## config.mk

```make
export PLATFORM = sky130hd
export DESIGN_NAME = mips_cpu_lsu_flat
export DESIGN_NICKNAME = d
export VERILOG_FILES = /design/src/rtl/mips_cpu_lsu_if.sv /design/src/rtl/mips_cpu_lsu.sv /design/src/flat_wrapper.sv
export SDC_FILE = /design/constraint.sdc
export NUM_CORES = 1
export LEC_CHECK = 0
export BUFFER_PORTS_ARGS = -buffer_cell sky130_fd_sc_hd__buf_2
export CAP_MARGIN = 15
export CORE_ASPECT_RATIO = 2
export CORE_UTILIZATION = 40
export CTS_CLUSTER_DIAMETER = 150
export CTS_CLUSTER_SIZE = 10
export DETAILED_ROUTE_END_ITERATION = 6
export GPL_TIMING_DRIVEN = 1
export PLACE_DENSITY_LB_ADDON = 0.15
export SYNTH_ARGS = -nofsm -noshare
export SYNTH_HDL_FRONTEND = slang
export SYNTH_SLANG_ARGS = --single-unit
```

## constraint.sdc

```tcl
create_clock -name clk -period 4.15 [get_ports clk]
set_clock_uncertainty 0.15 [all_clocks]
set_input_delay 0.6225 -clock clk [delete_from_list [all_inputs] [get_ports clk]]
set_output_delay 0.6225 -clock clk [all_outputs]
set_load 0.005 [all_outputs]
```

## src/rtl/mips_cpu_lsu_if.sv

```systemverilog
// Request/response handshake and word-wide data-memory port of the load/store unit.
// The master modport is the LSU itself; slave is the pipeline/memory side.
`timescale 1ns/1ps
interface mips_cpu_lsu_if #(
  parameter int ADDR_W = 32
);
  logic              req_valid;
  logic              req_ready;
  logic              req_write;
  logic [1:0]        req_size;
  logic              req_unsigned;
  logic [ADDR_W-1:0] req_addr;
  logic [31:0]       req_wdata;

  logic              resp_valid;
  logic              resp_ready;
  logic [31:0]       resp_rdata;
  logic              resp_error;

  logic [ADDR_W-1:0] mem_address;
  logic              mem_read;
  logic              mem_write;
  logic [31:0]       mem_writedata;
  logic [31:0]       mem_readdata;

  modport master (
    input  req_valid, req_write, req_size, req_unsigned, req_addr, req_wdata,
    input  resp_ready, mem_readdata,
    output req_ready, resp_valid, resp_rdata, resp_error,
    output mem_address, mem_read, mem_write, mem_writedata
  );

  modport slave (
    output req_valid, req_write, req_size, req_unsigned, req_addr, req_wdata,
    output resp_ready, mem_readdata,
    input  req_ready, resp_valid, resp_rdata, resp_error,
    input  mem_address, mem_read, mem_write, mem_writedata
  );
endinterface

```

## src/rtl/mips_cpu_lsu.sv

```systemverilog
// Load/store unit: one request at a time, sub-word stores done as read-modify-write
// on a memory without byte enables, sub-word loads sign/zero-extended.
`timescale 1ns/1ps
module mips_cpu_lsu #(
  parameter int ADDR_W = 32
) (
  input  logic           clk,
  input  logic           rst_n,
  mips_cpu_lsu_if.master bus
);

  typedef enum logic [1:0] {IDLE, READ, WRITE, RESP} state_t;

  localparam logic [1:0] SIZE_BYTE = 2'b00;
  localparam logic [1:0] SIZE_HALF = 2'b01;
  localparam logic [1:0] SIZE_WORD = 2'b10;
  localparam logic [1:0] SIZE_BAD  = 2'b11;

  state_t            state, state_next;
  logic              op_write;
  logic              op_unsigned;
  logic [1:0]        op_size;
  logic [ADDR_W-1:0] op_addr;
  logic [31:0]       op_wdata;
  logic [31:0]       word_q;
  logic [31:0]       result_q;
  logic              error_q;

  logic              req_error;
  logic [ADDR_W-1:0] word_addr;
  logic [4:0]        lane_sh;
  logic [31:0]       lane;
  logic [31:0]       load_ext;
  logic [31:0]       lane_mask;
  logic [31:0]       lane_data;
  logic [31:0]       store_word;

  assign req_error = (bus.req_size == SIZE_BAD)
                   | ((bus.req_size == SIZE_HALF) & bus.req_addr[0])
                   | ((bus.req_size == SIZE_WORD) & (|bus.req_addr[1:0]));

  assign word_addr = {op_addr[ADDR_W-1:2], 2'b00};
  assign lane_sh   = {op_addr[1:0], 3'b000};
  assign lane      = bus.mem_readdata >> lane_sh;

  // Lane extraction for loads and lane merge for sub-word stores.
  always_comb begin
    // NOTE: every combinational output gets a default first so no path can infer a latch.
    load_ext  = lane;
    lane_mask = 32'h0000_0000;
    lane_data = 32'h0000_0000;
    case (op_size)
      SIZE_BYTE: begin
        load_ext  = {{24{lane[7] & ~op_unsigned}}, lane[7:0]};
        lane_mask = 32'h0000_00FF << lane_sh;
        lane_data = {24'h0, op_wdata[7:0]} << lane_sh;
      end
      SIZE_HALF: begin
        load_ext  = {{16{lane[15] & ~op_unsigned}}, lane[15:0]};
        lane_mask = 32'h0000_FFFF << lane_sh;
        lane_data = {16'h0, op_wdata[15:0]} << lane_sh;
      end
      default: ;
    endcase
    store_word = (op_size == SIZE_WORD) ? op_wdata : ((word_q & ~lane_mask) | lane_data);
  end

  always_ff @(posedge clk or negedge rst_n) begin
    // NOTE: registered state is always updated with non-blocking assignments.
    if (!rst_n) state <= IDLE;
    else        state <= state_next;
  end

  always_comb begin
    state_next        = state;
    bus.req_ready     = 1'b0;
    bus.resp_valid    = 1'b0;
    bus.resp_rdata    = 32'h0;
    bus.resp_error    = 1'b0;
    bus.mem_read      = 1'b0;
    bus.mem_write     = 1'b0;
    bus.mem_address   = '0;
    bus.mem_writedata = 32'h0;
    case (state)
      IDLE: begin
        bus.req_ready = 1'b1;
        if (bus.req_valid) begin
          if (req_error)                                      state_next = RESP;
          else if (bus.req_write && bus.req_size == SIZE_WORD) state_next = WRITE;
          else                                                state_next = READ;
        end
      end
      READ: begin
        bus.mem_read    = 1'b1;
        bus.mem_address = word_addr;
        state_next      = op_write ? WRITE : RESP;
      end
      WRITE: begin
        bus.mem_write     = 1'b1;
        bus.mem_address   = word_addr;
        bus.mem_writedata = store_word;
        state_next        = RESP;
      end
      RESP: begin
        bus.resp_valid = 1'b1;
        bus.resp_rdata = result_q;
        bus.resp_error = error_q;
        if (bus.resp_ready) state_next = IDLE;
      end
      default: state_next = IDLE;
    endcase
  end

  // Request fields are captured only at acceptance; the response is built up afterwards.
  always_ff @(posedge clk or negedge rst_n) begin
    if (!rst_n) begin
      op_write    <= 1'b0;
      op_unsigned <= 1'b0;
      op_size     <= 2'b00;
      op_addr     <= '0;
      op_wdata    <= 32'h0;
      word_q      <= 32'h0;
      result_q    <= 32'h0;
      error_q     <= 1'b0;
    end else begin
      case (state)
        IDLE: if (bus.req_valid) begin
          op_write    <= bus.req_write;
          op_unsigned <= bus.req_unsigned;
          op_size     <= bus.req_size;
          op_addr     <= bus.req_addr;
          op_wdata    <= bus.req_wdata;
          result_q    <= 32'h0;
          error_q     <= req_error;
        end
        READ: begin
          if (op_write) word_q   <= bus.mem_readdata;
          else          result_q <= load_ext;
        end
        default: ;
      endcase
    end
  end

endmodule
```

## src/flat_wrapper.sv

```systemverilog
// flat-port wrapper written by rule: the top's interface ports become plain ports
module mips_cpu_lsu_flat 
#(
  parameter int ADDR_W = 32
)
  (clk, rst_n, bus_req_valid, bus_req_write, bus_req_size, bus_req_unsigned, bus_req_addr, bus_req_wdata, bus_resp_ready, bus_mem_readdata, bus_req_ready, bus_resp_valid, bus_resp_rdata, bus_resp_error, bus_mem_address, bus_mem_read, bus_mem_write, bus_mem_writedata);
  mips_cpu_lsu_if #(.ADDR_W(ADDR_W)) bus_i ();
  input  logic clk;
  input  logic rst_n;
  input wire logic [$bits(bus_i.req_valid)-1:0] bus_req_valid;
  input wire logic [$bits(bus_i.req_write)-1:0] bus_req_write;
  input wire logic [$bits(bus_i.req_size)-1:0] bus_req_size;
  input wire logic [$bits(bus_i.req_unsigned)-1:0] bus_req_unsigned;
  input wire logic [$bits(bus_i.req_addr)-1:0] bus_req_addr;
  input wire logic [$bits(bus_i.req_wdata)-1:0] bus_req_wdata;
  input wire logic [$bits(bus_i.resp_ready)-1:0] bus_resp_ready;
  input wire logic [$bits(bus_i.mem_readdata)-1:0] bus_mem_readdata;
  output wire logic [$bits(bus_i.req_ready)-1:0] bus_req_ready;
  output wire logic [$bits(bus_i.resp_valid)-1:0] bus_resp_valid;
  output wire logic [$bits(bus_i.resp_rdata)-1:0] bus_resp_rdata;
  output wire logic [$bits(bus_i.resp_error)-1:0] bus_resp_error;
  output wire logic [$bits(bus_i.mem_address)-1:0] bus_mem_address;
  output wire logic [$bits(bus_i.mem_read)-1:0] bus_mem_read;
  output wire logic [$bits(bus_i.mem_write)-1:0] bus_mem_write;
  output wire logic [$bits(bus_i.mem_writedata)-1:0] bus_mem_writedata;
  assign bus_i.req_valid = bus_req_valid;
  assign bus_i.req_write = bus_req_write;
  assign bus_i.req_size = bus_req_size;
  assign bus_i.req_unsigned = bus_req_unsigned;
  assign bus_i.req_addr = bus_req_addr;
  assign bus_i.req_wdata = bus_req_wdata;
  assign bus_i.resp_ready = bus_resp_ready;
  assign bus_i.mem_readdata = bus_mem_readdata;
  assign bus_req_ready = bus_i.req_ready;
  assign bus_resp_valid = bus_i.resp_valid;
  assign bus_resp_rdata = bus_i.resp_rdata;
  assign bus_resp_error = bus_i.resp_error;
  assign bus_mem_address = bus_i.mem_address;
  assign bus_mem_read = bus_i.mem_read;
  assign bus_mem_write = bus_i.mem_write;
  assign bus_mem_writedata = bus_i.mem_writedata;
  mips_cpu_lsu #(.ADDR_W(ADDR_W)) u_core (.clk(clk), .rst_n(rst_n), .bus(bus_i));
endmodule
```

Word-level counts from Yosys, hierarchy flattened
Index checks and enable logic that the tools add are counted.
{ "op_classes": {"addsub": 0, "mul": 0, "div": 0, "order_cmp": 0, "eq_ne": 11, "shift": 5, "muxes": 21, "n_bitwise": 10, "reduce_logical": 10} }
{ "op_table": {"columns": ["operator", "n"], "rows": [
  ["$pmux W32 S2", 4],
  ["$mux W32", 6],
  ["$and A32 B32 Y32", 1],
  ["$not A32 Y32", 1],
  ["$or A32 B32 Y32", 1],
  ["$shl A16 B5 Y32", 1],
  ["$shl A16 B5 Y32 const A", 1],
  ["$shl A8 B5 Y32", 1],
  ["$shl A8 B5 Y32 const A", 1],
  ["$shr A32 B5 Y32", 1],
  ["$eq A2 B2 Y1 const B", 5],
  ["$mux W2", 4],
  ["$pmux W2 S4", 1],
  ["$eq A2 B1 Y1 const B", 3],
  ["$mux W1", 6],
  ["$ne A2 B2 Y1 const B", 3],
  ["$reduce_and A2 Y1", 3],
  ["$and A1 B1 Y1", 4],
  ["$logic_not A2 Y1", 2],
  ["$reduce_or A2 Y1", 2],
  ["$reduce_and A3 Y1", 1],
  ["$or A1 B1 Y1", 2],
  ["$reduce_bool A2 Y1", 1],
  ["$logic_and A1 B1 Y1", 1],
  ["$not A1 Y1", 1]
]} }
{ "word_totals": {"regBits": 135, "latchBits": 0, "mem_bits_rw": 0, "mem_bits_ro": 0, "in_bits": 104, "out_inout_bits": 101, "word_cells": 66, "mem_count": 0} }

Longest topological paths before layout
{ "depth": {"depth_word": 7, "ltp_mapped": 7, "ltp_nobuf": 6} }

Worst setup path after synthesis
Ideal clock, no wire load.
{ "synth_timing": {"kind": "reg2out", "start": "register u_core.op_size[0]", "end": "output port bus_mem_writedata[16]", "t_arrival_ns": 1.543, "t_required_ns": 3.377, "setup_slack_ns": 1.835, "path_stages_with_launch": 7, "path_buffers": 2, "cell_sequence": "dfrtp_1 -> buf_2 -> and3b_1 -> clkbuf_1 -> o21bai_1 -> a2bb2oi_1 -> a21oi_1"} }
{ "synth_between": {"elab_chain_len": 7, "word_cells_on_any_way": 10, "classes_between": "eq/ne: 2; mux: 4; bitwise: 3; reduce/logical: 1"} }
{ "synth_lines": {"columns": ["element", "line_no", "rtl"], "rows": [
  ["from (decl)", "mips_cpu_lsu.sv:22", "logic [1:0] op_size;"],
  ["from (signal assigned)", "mips_cpu_lsu.sv:130", "op_size <= bus.req_size;"],
  ["$eq A2 B1 Y1 / $logic_not A2 Y1 (equally long branches)", "mips_cpu_lsu.sv:52", "case (op_size)"],
  ["$pmux W32 S2", "mips_cpu_lsu.sv:52", null],
  ["$not A32 Y32", "mips_cpu_lsu.sv:65", "store_word = (op_size == SIZE_WORD) ? op_wdata : ((word_q & ~lane_mask) | lane_data);"],
  ["$and A32 B32 Y32", "mips_cpu_lsu.sv:65", null],
  ["$or A32 B32 Y32", "mips_cpu_lsu.sv:65", null],
  ["$mux W32 *", "mips_cpu_lsu.sv:65", null],
  ["$mux W32 *", "mips_cpu_lsu.sv:84", "case (state)"],
  ["to (decl)", "flat_wrapper.sv:25", "output wire logic [$bits(bus_i.mem_writedata)-1:0] bus_mem_writedata;"]
]} }
Mark *: on every way between the ends. The rest lies on a longest branch, timed or not.

Final worst setup path
{ "layout_timing": {"start": "register u_core.op_size[0]", "end": "output port bus_mem_writedata[21]"} }
The elaborated chain is that of the path after synthesis.

==> flow_summary.json <==
{
  "regToRegEndpoint": "u_core.result_q[19]$_DFFE_PN0P_",
  "cts_sinks": 135,
  "first_pass_iters": 6,
  "die-height_um": 194,
  "path_cells": "buf_4, and3b_1, o21bai_1, a2bb2oi_1, a21oi_1, buf_2",
  "post_cts_buffers": 0,
  "rows": 69,
  "synth-compound-area-share_pct": 14.3,
  "core_area_um2": 17900,
  "synth_top_cell_area_share_pct": 45.9,
  "synth.largest_area_cell": "dfrtp_1",
  "reg2reg_depth": 5,
  "met2_usage_pct": 41.2,
  "power.density_nw_per_um2": 845,
  "max_stage_delay_ns": 0.57,
  "die_area_um2": 19000,
  "synth-adder-area-share_pct": 0.680,
  "floorplan.initialDensity_pct": 41.2,
  "drcViolationCount": 10,
  "critical_path_class": "register to output pin",
  "required_ns": 3.38,
  "synthMuxAreaShare_pct": 22.3,
  "worst-path-buf-inv": 2,
  "clock.fmax_ghz": 0.294,
  "crit_family": "compound AO/OA/AOI/OAI gates",
  "syn2layout_area_growth_pct": 24.5,
  "wl_per_cell_um": 19.5,
  "period_needed_ns": 3.40,
  "final-hold-violation-count": 0,
  "track_usage_pct": 22.7,
  "design_area_um2": 9170,
  "io_buffers": 202,
  "ant_nets": 0,
  "drt-total-wl_um": 21200,
  "rsz0062_at_grt": "no",
  "synth_xor_area_share_pct": 0,
  "clk_path_buf_depth": 2,
  "post-route-util_pct": 51.3,
  "drt-initial-drc-count": 246,
  "min_period_over_period_pct": 81.9,
  "peakVddDrop_uv": 438,
  "ys_seq_elements": 135,
  "async_flop_share_pct": 100,
  "maxSlewViolCount": 0,
  "rrSetupSlack_ns": 1.43,
  "ios": 205,
  "grt_pass1_vias": 6281,
  "tightest_slew_ns": 1.05,
  "dp_hpwl_um": 16100,
  "violations": "DRC",
  "ys_types": 46,
  "antenna_found_initial": 0,
  "syn_avg_cell_area_um2": 10.8,
  "syn_inst": 679,
  "synth_ff_type": "dfrtp_1",
  "synth_area_um2": 7360,
  "max_slew_margin_pct": 29.8,
  "grt_overflow": 0,
  "vias": 5870,
  "yosys-top-cells-area": "dfrtp_1 (46%), mux2_2 (19%), and2_1 (5.4%)",
  "nFillCells": 1662,
  "layout_commonest_cell": "buf_2",
  "status": "finished with violations",
  "critPathArrivalTime_ns": 2.63,
  "grt.met3_usage_pct": 4.61,
  "fin_nets": 967,
  "die_x_um": 97.9,
  "place_congestion": 0.868,
  "grt_max_degree": 92,
  "grt_pass1_wl_um": 33400,
  "grt.busiest_layer": "met2",
  "cts_buffers": 17,
  "setup_viol": 0,
  "cts_tree": "built",
  "antenna-diode-count": 0,
  "drive_gt1_share_pct": 44.5,
  "power_leakage_nw": 4.33,
  "cp_slowest_cell": "dfrtp_1",
  "drv_cap": 0,
  "post_cts_resized": 0,
  "grtUsageMet1_pct": 24.3,
  "vias_per_cell": 5.41,
  "start_kind": "register",
  "ys_seq_area_share_pct": 45.9,
  "place_area_um2": 8520,
  "synth-edff-count": 0,
  "hp-class": "primary input to async pin",
  "critPathMaxFanout": 22,
  "synth_top_family_by_area": "multiplexers",
  "hold_buffers": 0,
  "clkLatencyLatePin_ns": 0.41,
  "clkTransAtPathRegs_ns": 0.06,
  "cts.htree.levels": 4,
  "synth-simple-area-share_pct": 13.0,
  "end_kind": "output pin",
  "cts_root_buffer": "clkbuf_16",
  "fin_tns_setup_ns": 0,
  "reg2reg_from": "u_core.op_addr[1]$_DFFE_PN0P_",
  "final_cell_mix": "buf_2 (201), dfrtp_1 (134), mux2_2 (123)",
  "ys_warn_count": 0
}
## worst reg2reg max path: stages, from the launching register on
cell and delay (ns):
dfrtp_1 0.48, buf_4 0.43, mux4_2 0.36, a2bb2oi_2 0.08
a2111oi_4 0.91, a221o_2 0.24
## per-layer routing
metal | vias up | part of all wire (%) | wire length, um
met2 | 200 | 53 | 11300
met5 | - | 0 | 0
li1 | 2773 | - | -
met1 | 2853 | 38 | 7980
met4 | 0 | 4.0 | 838
met3 | 44 | 4.9 | 1030
## area by class of cell
class	instances	area, um^2	share of cell area, %
Multi-Input combinational cell	479	3710	40.5
Sequential cell	135	3380	36.9
Timing Repair Buffer	216	1120	12.2
Clock buffer	18	429	4.68
Tap cell	213	267	2.91
Clock inverter	14	221	2.42
Inverter	10	37.5	0.409
## worst max-delay path by stage
| stage | startpoint | end | cells after the start |
|---|---|---|---|
| global route | u_core.op_size[0]$_DFFE_PN0P_ | bus_mem_writedata[23] | 6 |
| detailed placement | u_core.op_size[0]$_DFFE_PN0P_ | bus_mem_writedata[21] | 6 |
| CTS | u_core.op_size[0]$_DFFE_PN0P_ | bus_mem_writedata[21] | 6 |
| finish | u_core.op_size[0]$_DFFE_PN0P_ | bus_mem_writedata[21] | 6 |
| floorplan | u_core.op_size[0]$_DFFE_PN0P_ | bus_mem_writedata[16] | 6 |
| global placement | u_core.op_size[0]$_DFFE_PN0P_ | bus_mem_writedata[19] | 6 |
## synth_stat cells (all sizes together) (2+ instances only)
cell,number
nor2,25
nand3b,7
mux2,123
a21boi,16
nand2,37
and2,64
inv,10
buf,20
nor3,10
o21bai,2
nor2b,14
ha,4
a2bb2oi,9
dfrtp,135
o211ai,16
or2,2
mux2i,23
clkbuf,36
o21ai,35
a22oi,8
nand2b,12
a21oi,32
a31oi,8
a221o,16
## state kept, by name, summed over array words and instances (netlist names)
register	flops
u_core.error_q	1
u_core.op_unsigned	1
u_core.result_q	32
u_core.op_addr	32
u_core.op_wdata	32
u_core.word_q	32
u_core.state	2
u_core.op_write	1
u_core.op_size	2
## cell families after synthesis
| kind of cell | Yosys count |
|---|---|
| AND/OR/NAND/NOR | 176 |
| AO/OA/AOI/OAI | 150 |
| multiplexers | 147 |
| flip-flops | 135 |
| buffers and inverters | 66 |
| adder cells (fa/ha/maj) | 4 |
| other | 1 |
## per-stage QoR
| stage | std cells | worst slack (ns) | power, W | hold slack (ns) |
|---|---|---|---|---|
| global placement | 1053 | 1.34 | 0.00601 | 0.309 |
| detailed placement | 1053 | 1.26 | 0.00611 | 0.319 |
| floorplan | 680 | 1.83 | 0.00486 | 0.177 |
| global route | 1085 | 0.570 | 0.00827 | 0.181 |
| finish | 1085 | 0.750 | 0.00775 | 0.131 |
| CTS | 1085 | 0.798 | 0.00782 | 0.159 |
## power breakdown
part | switching, W | internal [W] | leakage (nW)
clock | 0.000604 | 0.00107 | 0.308
combinational | 0.00177 | 0.00181 | 2.37
sequential | 0.000537 | 0.00195 | 1.65
total | 0.00291 | 0.00484 | 4.33
Power figures use the tool's default switching activity.
